## config.mk

```make
export PLATFORM = sky130hd
export DESIGN_NAME = cache_bank_switch_ctrl_flat
export DESIGN_NICKNAME = d
export VERILOG_FILES = /design/src/rtl/cache_bank_switch_ctrl_if.sv /design/src/rtl/cache_bank_switch_ctrl.sv /design/src/flat_wrapper.sv
export SDC_FILE = /design/constraint.sdc
export NUM_CORES = 1
export LEC_CHECK = 0
export ABC_AREA = 1
export CAP_MARGIN = 40
export CORE_UTILIZATION = 40
export DETAILED_ROUTE_END_ITERATION = 10
export PLACE_DENSITY = 0.67
export SYNTH_ARGS = -nofsm -noshare
export SYNTH_HDL_FRONTEND = slang
export SYNTH_SLANG_ARGS = --single-unit
export TNS_END_PERCENT = 20
```

## constraint.sdc

```tcl
create_clock -name clk -period 1.8 [get_ports clk]
set_input_delay 0.18 -clock clk [delete_from_list [all_inputs] [get_ports clk]]
set_output_delay 0.18 -clock clk [all_outputs]
set_load 0.1 [all_outputs]
```

## src/rtl/cache_bank_switch_ctrl_if.sv

```systemverilog
// Bank-switch control bus between the pipeline/cache side and the switch
// controller. The master drives switch commands, memory status and writeback
// acknowledges. The slave (controller) drives the writeback requests, the
// selected bank and the status outputs.
interface cache_bank_switch_ctrl_if #(
  parameter int BANK_W    = 2,
  parameter int NUM_LINES = 8,
  parameter int IDX_W     = 3
);
  logic                 switch_req;
  logic [BANK_W-1:0]    switch_bank;
  logic                 mem_busywait;
  logic [NUM_LINES-1:0] dirty_vec;
  logic                 wb_ack;
  logic                 wb_req;
  logic [IDX_W-1:0]     wb_idx;
  logic [BANK_W-1:0]    active_bank;
  logic                 switch_busywait;
  logic                 switch_done;
  logic                 switch_err;
  logic [15:0]          switch_count;

  modport master (
    output switch_req, switch_bank, mem_busywait, dirty_vec, wb_ack,
    input  wb_req, wb_idx, active_bank, switch_busywait, switch_done,
           switch_err, switch_count
  );

  modport slave (
    input  switch_req, switch_bank, mem_busywait, dirty_vec, wb_ack,
    output wb_req, wb_idx, active_bank, switch_busywait, switch_done,
           switch_err, switch_count
  );
endinterface

```

## src/rtl/cache_bank_switch_ctrl.sv

```systemverilog
// Cache bank (context) switch controller. It accepts a switch command and
// drains the in-flight data cache access. Unless writeback is disabled, it
// then scans the active bank one line per cycle and writes back each dirty line
// through a req/ack handshake. Finally it commits the new bank and pulses
// switch_done. The interface instance must use the same BANK_W, NUM_LINES and
// IDX_W as this module.
module cache_bank_switch_ctrl #(
  parameter int NUM_BANKS = 4,
  parameter int BANK_W    = 2,
  parameter int NUM_LINES = 8,
  parameter int IDX_W     = 3,
  parameter int WB_MODE   = 1
) (
  input  logic                    clk,
  input  logic                    reset,
  cache_bank_switch_ctrl_if.slave bus
);

  localparam logic [BANK_W:0]  NB_LIMIT = (BANK_W+1)'(NUM_BANKS);
  localparam logic [IDX_W-1:0] LAST_IDX = IDX_W'(NUM_LINES - 1);

  typedef enum logic [2:0] {
    IDLE   = 3'd0,
    DRAIN  = 3'd1,
    SCAN   = 3'd2,
    WB     = 3'd3,
    COMMIT = 3'd4
  } state_t;

  state_t            state_reg;
  logic [BANK_W-1:0] target_reg;
  logic [BANK_W-1:0] active_reg;
  logic              change_reg;   // commit really changes the bank
  logic [IDX_W-1:0]  idx_reg;
  logic [15:0]       count_reg;
  logic              wb_req_reg;
  logic              done_reg;
  logic              err_reg;
  logic              busy_reg;
  logic              bank_ok;

  // A request names a real bank only below NUM_BANKS; the extra MSB keeps the
  // compare correct when NUM_BANKS == 2**BANK_W.
  assign bank_ok = ({1'b0, bus.switch_bank} < NB_LIMIT);

  // Switch sequencer: state, scan index, bank/count bookkeeping and all
  // registered status outputs are updated together.
  always_ff @(posedge clk) begin
    if (!reset) begin
      state_reg  <= IDLE;
      target_reg <= '0;
      active_reg <= '0;
      change_reg <= 1'b0;
      idx_reg    <= '0;
      count_reg  <= '0;
      wb_req_reg <= 1'b0;
      done_reg   <= 1'b0;
      err_reg    <= 1'b0;
      busy_reg   <= 1'b0;
    end else begin
      done_reg <= 1'b0;
      err_reg  <= 1'b0;
      case (state_reg)
        IDLE: begin
          if (bus.switch_req) begin
            if (!bank_ok) begin
              err_reg <= 1'b1;
            end else if (bus.switch_bank == active_reg) begin
              // Same bank: nothing to flush, just acknowledge.
              target_reg <= active_reg;
              change_reg <= 1'b0;
              done_reg   <= 1'b1;
              busy_reg   <= 1'b1;
              state_reg  <= COMMIT;
            end else begin
              target_reg <= bus.switch_bank;
              change_reg <= 1'b1;
              busy_reg   <= 1'b1;
              state_reg  <= DRAIN;
            end
          end
        end
        DRAIN: begin
          if (!bus.mem_busywait) begin
            if (WB_MODE != 0) begin
              idx_reg   <= '0;
              state_reg <= SCAN;
            end else begin
              done_reg  <= 1'b1;
              state_reg <= COMMIT;
            end
          end
        end
        SCAN: begin
          // dirty_vec is looked at live, one line per cycle.
          if (bus.dirty_vec[idx_reg]) begin
            wb_req_reg <= 1'b1;
            state_reg  <= WB;
          end else if (idx_reg == LAST_IDX) begin
            done_reg  <= 1'b1;
            state_reg <= COMMIT;
          end else begin
            idx_reg <= idx_reg + IDX_W'(1);
          end
        end
        WB: begin
          if (bus.wb_ack) begin
            wb_req_reg <= 1'b0;
            if (idx_reg == LAST_IDX) begin
              done_reg  <= 1'b1;
              state_reg <= COMMIT;
            end else begin
              idx_reg   <= idx_reg + IDX_W'(1);
              state_reg <= SCAN;
            end
          end
        end
        COMMIT: begin
          busy_reg  <= 1'b0;
          state_reg <= IDLE;
          if (change_reg) begin
            active_reg <= target_reg;
            count_reg  <= count_reg + 16'd1;
          end
        end
        default: begin
          wb_req_reg <= 1'b0;
          busy_reg   <= 1'b0;
          state_reg  <= IDLE;
        end
      endcase
    end
  end

  assign bus.wb_req      = wb_req_reg;
  assign bus.wb_idx      = idx_reg;
  assign bus.active_bank = active_reg;
  assign bus.switch_done = done_reg;
  assign bus.switch_err  = err_reg;
  assign bus.switch_count = count_reg;

  // The stall must already be high in the cycle a valid command arrives, so
  // the pipeline freezes before the FSM has left IDLE.
  assign bus.switch_busywait = busy_reg |
                               ((state_reg == IDLE) & bus.switch_req & bank_ok);

endmodule
```

## src/flat_wrapper.sv

```systemverilog
// flat-port wrapper written by rule: the top's interface ports become plain ports
module cache_bank_switch_ctrl_flat 
#(
  parameter int NUM_BANKS = 4,
  parameter int BANK_W    = 2,
  parameter int NUM_LINES = 8,
  parameter int IDX_W     = 3,
  parameter int WB_MODE   = 1
)
  (clk, reset, bus_switch_req, bus_switch_bank, bus_mem_busywait, bus_dirty_vec, bus_wb_ack, bus_wb_req, bus_wb_idx, bus_active_bank, bus_switch_busywait, bus_switch_done, bus_switch_err, bus_switch_count);
  cache_bank_switch_ctrl_if #(.BANK_W(BANK_W), .NUM_LINES(NUM_LINES), .IDX_W(IDX_W)) bus_i ();
  input  logic clk;
  input  logic reset;
  input wire logic [$bits(bus_i.switch_req)-1:0] bus_switch_req;
  input wire logic [$bits(bus_i.switch_bank)-1:0] bus_switch_bank;
  input wire logic [$bits(bus_i.mem_busywait)-1:0] bus_mem_busywait;
  input wire logic [$bits(bus_i.dirty_vec)-1:0] bus_dirty_vec;
  input wire logic [$bits(bus_i.wb_ack)-1:0] bus_wb_ack;
  output wire logic [$bits(bus_i.wb_req)-1:0] bus_wb_req;
  output wire logic [$bits(bus_i.wb_idx)-1:0] bus_wb_idx;
  output wire logic [$bits(bus_i.active_bank)-1:0] bus_active_bank;
  output wire logic [$bits(bus_i.switch_busywait)-1:0] bus_switch_busywait;
  output wire logic [$bits(bus_i.switch_done)-1:0] bus_switch_done;
  output wire logic [$bits(bus_i.switch_err)-1:0] bus_switch_err;
  output wire logic [$bits(bus_i.switch_count)-1:0] bus_switch_count;
  assign bus_i.switch_req = bus_switch_req;
  assign bus_i.switch_bank = bus_switch_bank;
  assign bus_i.mem_busywait = bus_mem_busywait;
  assign bus_i.dirty_vec = bus_dirty_vec;
  assign bus_i.wb_ack = bus_wb_ack;
  assign bus_wb_req = bus_i.wb_req;
  assign bus_wb_idx = bus_i.wb_idx;
  assign bus_active_bank = bus_i.active_bank;
  assign bus_switch_busywait = bus_i.switch_busywait;
  assign bus_switch_done = bus_i.switch_done;
  assign bus_switch_err = bus_i.switch_err;
  assign bus_switch_count = bus_i.switch_count;
  cache_bank_switch_ctrl #(.NUM_BANKS(NUM_BANKS), .BANK_W(BANK_W), .NUM_LINES(NUM_LINES), .IDX_W(IDX_W), .WB_MODE(WB_MODE)) u_core (.clk(clk), .reset(reset), .bus(bus_i));
endmodule
```

; Yosys cells after proc, flatten, opt, wreduce, memory -nomap -nowiden
; Cells that the tools add are included.
; W data, S select, Z words.
[classes]
n_addsub = 2
mul = 0
div = 0
order_cmp = 1
eq_ne = 12
shift = 0
mux = 28
bitwise = 4
n_reduce_logical = 10
[ops]
columns = cell, n
row1 = $mux W3, 11
row2 = $add A16 B1 Y16 const B, 1
row3 = $pmux W3 S4, 1
row4 = $mux W1, 10
row5 = $pmux W3 S3, 1
row6 = $ne A2 B2 Y1 const B, 4
row7 = $reduce_and A4 Y1, 2
row8 = $eq A3 B2 Y1 const B, 2
row9 = $eq A3 B3 Y1 const B, 2
row10 = $pmux W1 S3, 2
row11 = $reduce_and A2 Y1, 3
row12 = $reduce_or A3 Y1, 2
row13 = $lt A3 B4 Y1 const B, 1
row14 = $add A3 B1 Y3 const B, 1
row15 = $bmux W1 S3, 1
row16 = $eq A3 B1 Y1 const B, 1
row17 = $logic_not A3 Y1, 1
row18 = $ne A3 B1 Y1 const B, 1
row19 = $reduce_and A3 Y1, 1
row20 = $reduce_bool A3 Y1, 1
row21 = $eq A2 B2 Y1, 1
row22 = $mux W2, 1
row23 = $ne A2 B1 Y1 const B, 1
row24 = $not A1 Y1, 2
row25 = 3 further kinds, 3
[totals]
ff_bits = 30
latch_bits = 0
mem_bits_rw = 0
rom_bits = 0
input_bits = 15
elab_cells = 66
memories = 0

; Logic depth before layout (Yosys ltp)
[depth]
ltp_word = 4
mapped_depth = 11

; Worst setup path before layout
; No wires, ideal clock.
[synth_timing]
path_type = register to register
from = reg u_core.idx_reg[0] (netlist: u_core.bus.wb_idx[0])
to = reg u_core.idx_reg[0] (netlist: u_core.bus.wb_idx[0])
arrival_ns = 2.028
slack_ns = -0.356
stages_incl_launch_ff = 12
n_path_buf = 0
synth_period_minus_slack_ns = 2.156
cell_sequence = dfxtp_1 ha_1 ha_1 nand2_1 nand2_1 nor2_1 nand2_1 clkinv_1 nand2_1 nand2_1 nand2_1 nor2_1
[synth_between]
elab_chain_cells = 4
[synth_lines]
columns = item, line
row1 = "start, declared", cache_bank_switch_ctrl.sv:34  ; logic [IDX_W-1:0] idx_reg;
row2 = "start signal, assigned", cache_bank_switch_ctrl.sv:103  ; idx_reg <= idx_reg + IDX_W'(1);
row3 = "start signal, assigned", cache_bank_switch_ctrl.sv:113  ; idx_reg <= idx_reg + IDX_W'(1);
row4 = "$add A3 B1 Y3, or another cell as far along", "cache_bank_switch_ctrl.sv:103, cache_bank_switch_ctrl.sv:113"
row5 = $mux W3 or $mux W1 (tied branches), "cache_bank_switch_ctrl.sv:99, cache_bank_switch_ctrl.sv:109, cache_bank_switch_ctrl.sv:96"
row6 = "$mux W3, or another cell as far along", cache_bank_switch_ctrl.sv:107  ; if (bus.wb_ack) begin
row7 = $pmux W3 S3 or $reduce_and A4 Y1 (tied branches), -
; Several ways; a longest one is shown, not always the timed one. The select of a mux whose other input is x is not followed.
; A chain may end at the register's enable or synchronous reset.

; Final worst setup path
[layout_timing]
from = reg u_core.state_reg[1]
to = out bus_switch_busywait
[layout_between]
elab_chain_cells = 3
[layout_lines]
columns = item, line
row1 = "start, declared", cache_bank_switch_ctrl.sv:30  ; state_t state_reg;
row2 = "start signal, assigned", cache_bank_switch_ctrl.sv:50  ; state_reg <= IDLE;
row3 = "start signal, assigned", cache_bank_switch_ctrl.sv:74  ; state_reg <= COMMIT;
row4 = "start signal, assigned", cache_bank_switch_ctrl.sv:79  ; state_reg <= DRAIN;
row5 = $logic_not A3 Y1, cache_bank_switch_ctrl.sv:145  ; ((state_reg == IDLE) & bus.switch_req & bank_ok);
row6 = $and A1 B1 Y1, cache_bank_switch_ctrl.sv:145
row7 = $or A1 B1 Y1, cache_bank_switch_ctrl.sv:144  ; assign bus.switch_busywait = busy_reg |
row8 = "end, declared", flat_wrapper.sv:22  ; output wire logic [$bits(bus_i.switch_busywait)-1:0] bus_switch_busywait;
; Every way passes these cells.

==> impl_metrics.ini <==
[outcome]
outcome = finished, final reports clean

[grt]
globalRouteOverflowTotal = 0
grt_pass1_wl_um = 6620
grt_max_degree = 21
first_global_vias = 1616
track_usage_pct = 20.0
antenna_found_initial = 0

[detailed_routing]
drt_iter0_drc = 70
wl_per_cell_um = 11.2
drc = 0
num_vias = 1756
drt-total-wl_um = 4020
dr.pass1.iters = 4
viasPerCell = 4.89
final_antenna_net_count = 0

[pwr]
comb_power_share_pct = 42.5
ir_drop_mv = 0.446
switchingPower_mw = 1.04
swShare_pct = 43.5
clkPwrFrac_pct = 23.6
intPower_mw = 1.35
p_leak_nw = 0.964
seqPwrFrac_pct = 33.9
power_density_nw_per_um2 = 1100

[hold_path]
min_path_cells = 2
hold_class = register to register
min_to = u_core.target_reg[0]
min_from = u_core.target_reg[0]

[layout]
area_growth_syn_to_layout_pct = 30.4
antenna_cells = 0
largest_register_ffs = 16
final_cell_mix = nand2_1, inv_1, nor2_1
stdcell_count = 359
fillers = 411
fin_util_pct = 54.5
final_common_cell = nand2_1
layout-drive-gt1-share_pct = 15.9
nets = 326

[synthesis]
synth_nets = 283
synth_top_area_share_pct = 36.0
ys_seq_area_share_pct = 36.0
ys_async_sr_fraction_pct = 0
synth_area_um2 = 1670
synth.distinct_cells = 25
netlist_instances = 265
synth_largest_area_cell = dfxtp_1
synth_area_leaders = dfxtp_1, nand2_1, inv_1, nand3_1, nor2_1
ys.flop_type = dfxtp_1
ys_ff_latch = 30
synth_warnings = 0
postSynthAreaPerCell_um2 = 6.30
synth-edff-count = 0

[sta]
maxSlewViolCount = 0
rsz0062_at_grt = no
hold_violations = 0
max_freq_ghz = 0.607
fin_setup_tns_ns = 0
setup_slack_ns = 0.154
min_period_over_period_pct = 91.5
setup_viol = 0
min_period_ns = 1.65
skew_ns = 0.00256

[worst_setup_path]
cp.required_ns = 1.62
critPathKind = register to output port
cp-start-kind = register
r2r-end = u_core.bus.wb_idx[2]
crit_path_end_kind = output port
cp_slowest_stage_delay_ns = 0.36
critPathTopFamily = simple AND/OR/NAND/NOR gates
critPathBufInv = 2
path_max_fanout = 6
r2r_slack_ns = 0.28
cpMaxStageDelayCell = dfxtp_1
worstPathCellList = nor2_4 -> inv_2 -> nor2_4 -> nand2_1 -> nand2_1 -> buf_12
reg2regPathDepth = 11
r2r_start = u_core.bus.wb_idx[0]
cp.arrival_ns = 1.47

[clock_tree]
clkLatencyLatePin_ns = 0.28
clock_path_buffers = 2
cts_made_buffers = 5
cts_max_level = 2
clkSinkCount = 30
post_cts_buffers = 0
cts.clk_slew.worst_paths_ns = 0.06
cts-root-buf = clkbuf_8
tritoncts = done

[floorplan]
die_h_um = 66.6
start_util_pct = 41.8
die_w_um = 66.6
num_io_pins = 40
die_area_um2 = 4440
row_count = 23
core_um2 = 4000

[placement]
gp_congestion = 0.869
portBuffers = 38
pre_cts_ws_ns = 0.248
dp_cells = 351
dp_hpwl_um = 2950

[flow_run]
maxCapViolations = 0
[metrics by stage]
stage	area (µm²)	power, mW	hold slack (ns)
2_1_floorplan	1680	1.59	0.344
3_5_place_dp	2080	1.82	0.456
4_1_cts	2170	2.39	0.467
6_report	2180	2.40	0.461
3_3_place_gp	2080	1.82	0.451
5_1_grt	2180	2.53	0.512
[worst min-delay path, cell delays in order, from the launching register on]
cell and delay, ns:
dfxtp_1 0.31, nand2_1 0.06, a21oi_1 0.05
[metal layers]
layer  vias up  GRT usage, %  wire length [µm]
met5         -             0                 0
met4         0          11.7                79
met3         7          4.11               214
met2        45          35.6              1930
met1       785          21.5              1800
li1        919             -                 -
[Yosys cell counts (2+ instances only)]
| cell | count |
|---|---|
| a211oi_1 | 2 |
| ha_1 | 3 |
| nor3_1 | 9 |
| clkbuf_1 | 4 |
| dfxtp_1 | 30 |
| a21oi_1 | 18 |
| nor2_2 | 3 |
| inv_1 | 36 |
| xor2_1 | 5 |
| nand4_1 | 4 |
| nand3_1 | 24 |
| nor2_1 | 32 |
| nand2_1 | 75 |
| o21ai_0 | 9 |
[area by class of cell]
cell class / instances / area, µm² / area share (%)
clock buffer: 7 / 86.3 / 3.96
clock inverter: 1 / 5.00 / 0.230
inverter: 38 / 143 / 6.55
multi-input combinational: 191 / 910 / 41.8
sequential: 30 / 609 / 28.0
tap: 50 / 62.6 / 2.87
timing repair buffer: 42 / 363 / 16.7
[worst max-delay path by stage]
| stage | to | slack (ns) | startpoint | cells past startpoint |
|---|---|---|---|---|
| 6_report | bus_switch_busywait | 0.15 | u_core.state_reg[1] | 6 |
| 5_1_grt | bus_switch_busywait | 0.06 | u_core.state_reg[1] | 6 |
| 4_1_cts | bus_switch_busywait | 0.05 | u_core.state_reg[1] | 6 |
| 3_5_place_dp | u_core.bus.wb_idx[2] | 0.25 | bus_dirty_vec[2] | 10 |
| 3_3_place_gp | u_core.bus.wb_idx[0] | 0.26 | bus_dirty_vec[3] | 10 |
| 2_1_floorplan | u_core.bus.switch_count[7] | -0.16 | u_core.bus.switch_count[3] | 5 |
[cells by family after synthesis]
kind of cell,synth area share [%]
fa+ha+maj,2.25
flops,36.0
other cells,0.225
compound gates,8.99
buf+inv,10.2
simple gates,39.3
xor+xnor,3.15
[power groups by stage]
stage	Sequential, mW	Combinational (mW)	Clock [mW]
2_1_floorplan	1.05	0.536	0
3_3_place_gp	0.821	0.996	0
3_5_place_dp	0.822	1.00	0
4_1_cts	0.808	1.00	0.581
5_1_grt	0.824	1.10	0.609
6_report	0.813	1.02	0.567
[repair_timing]
action | in CTS | in global routing
hold buffers | 0 | 0
resized for setup | 0 | 2
setup endpoints to repair | 0 | 1
Power figures use the tool's default switching activity.
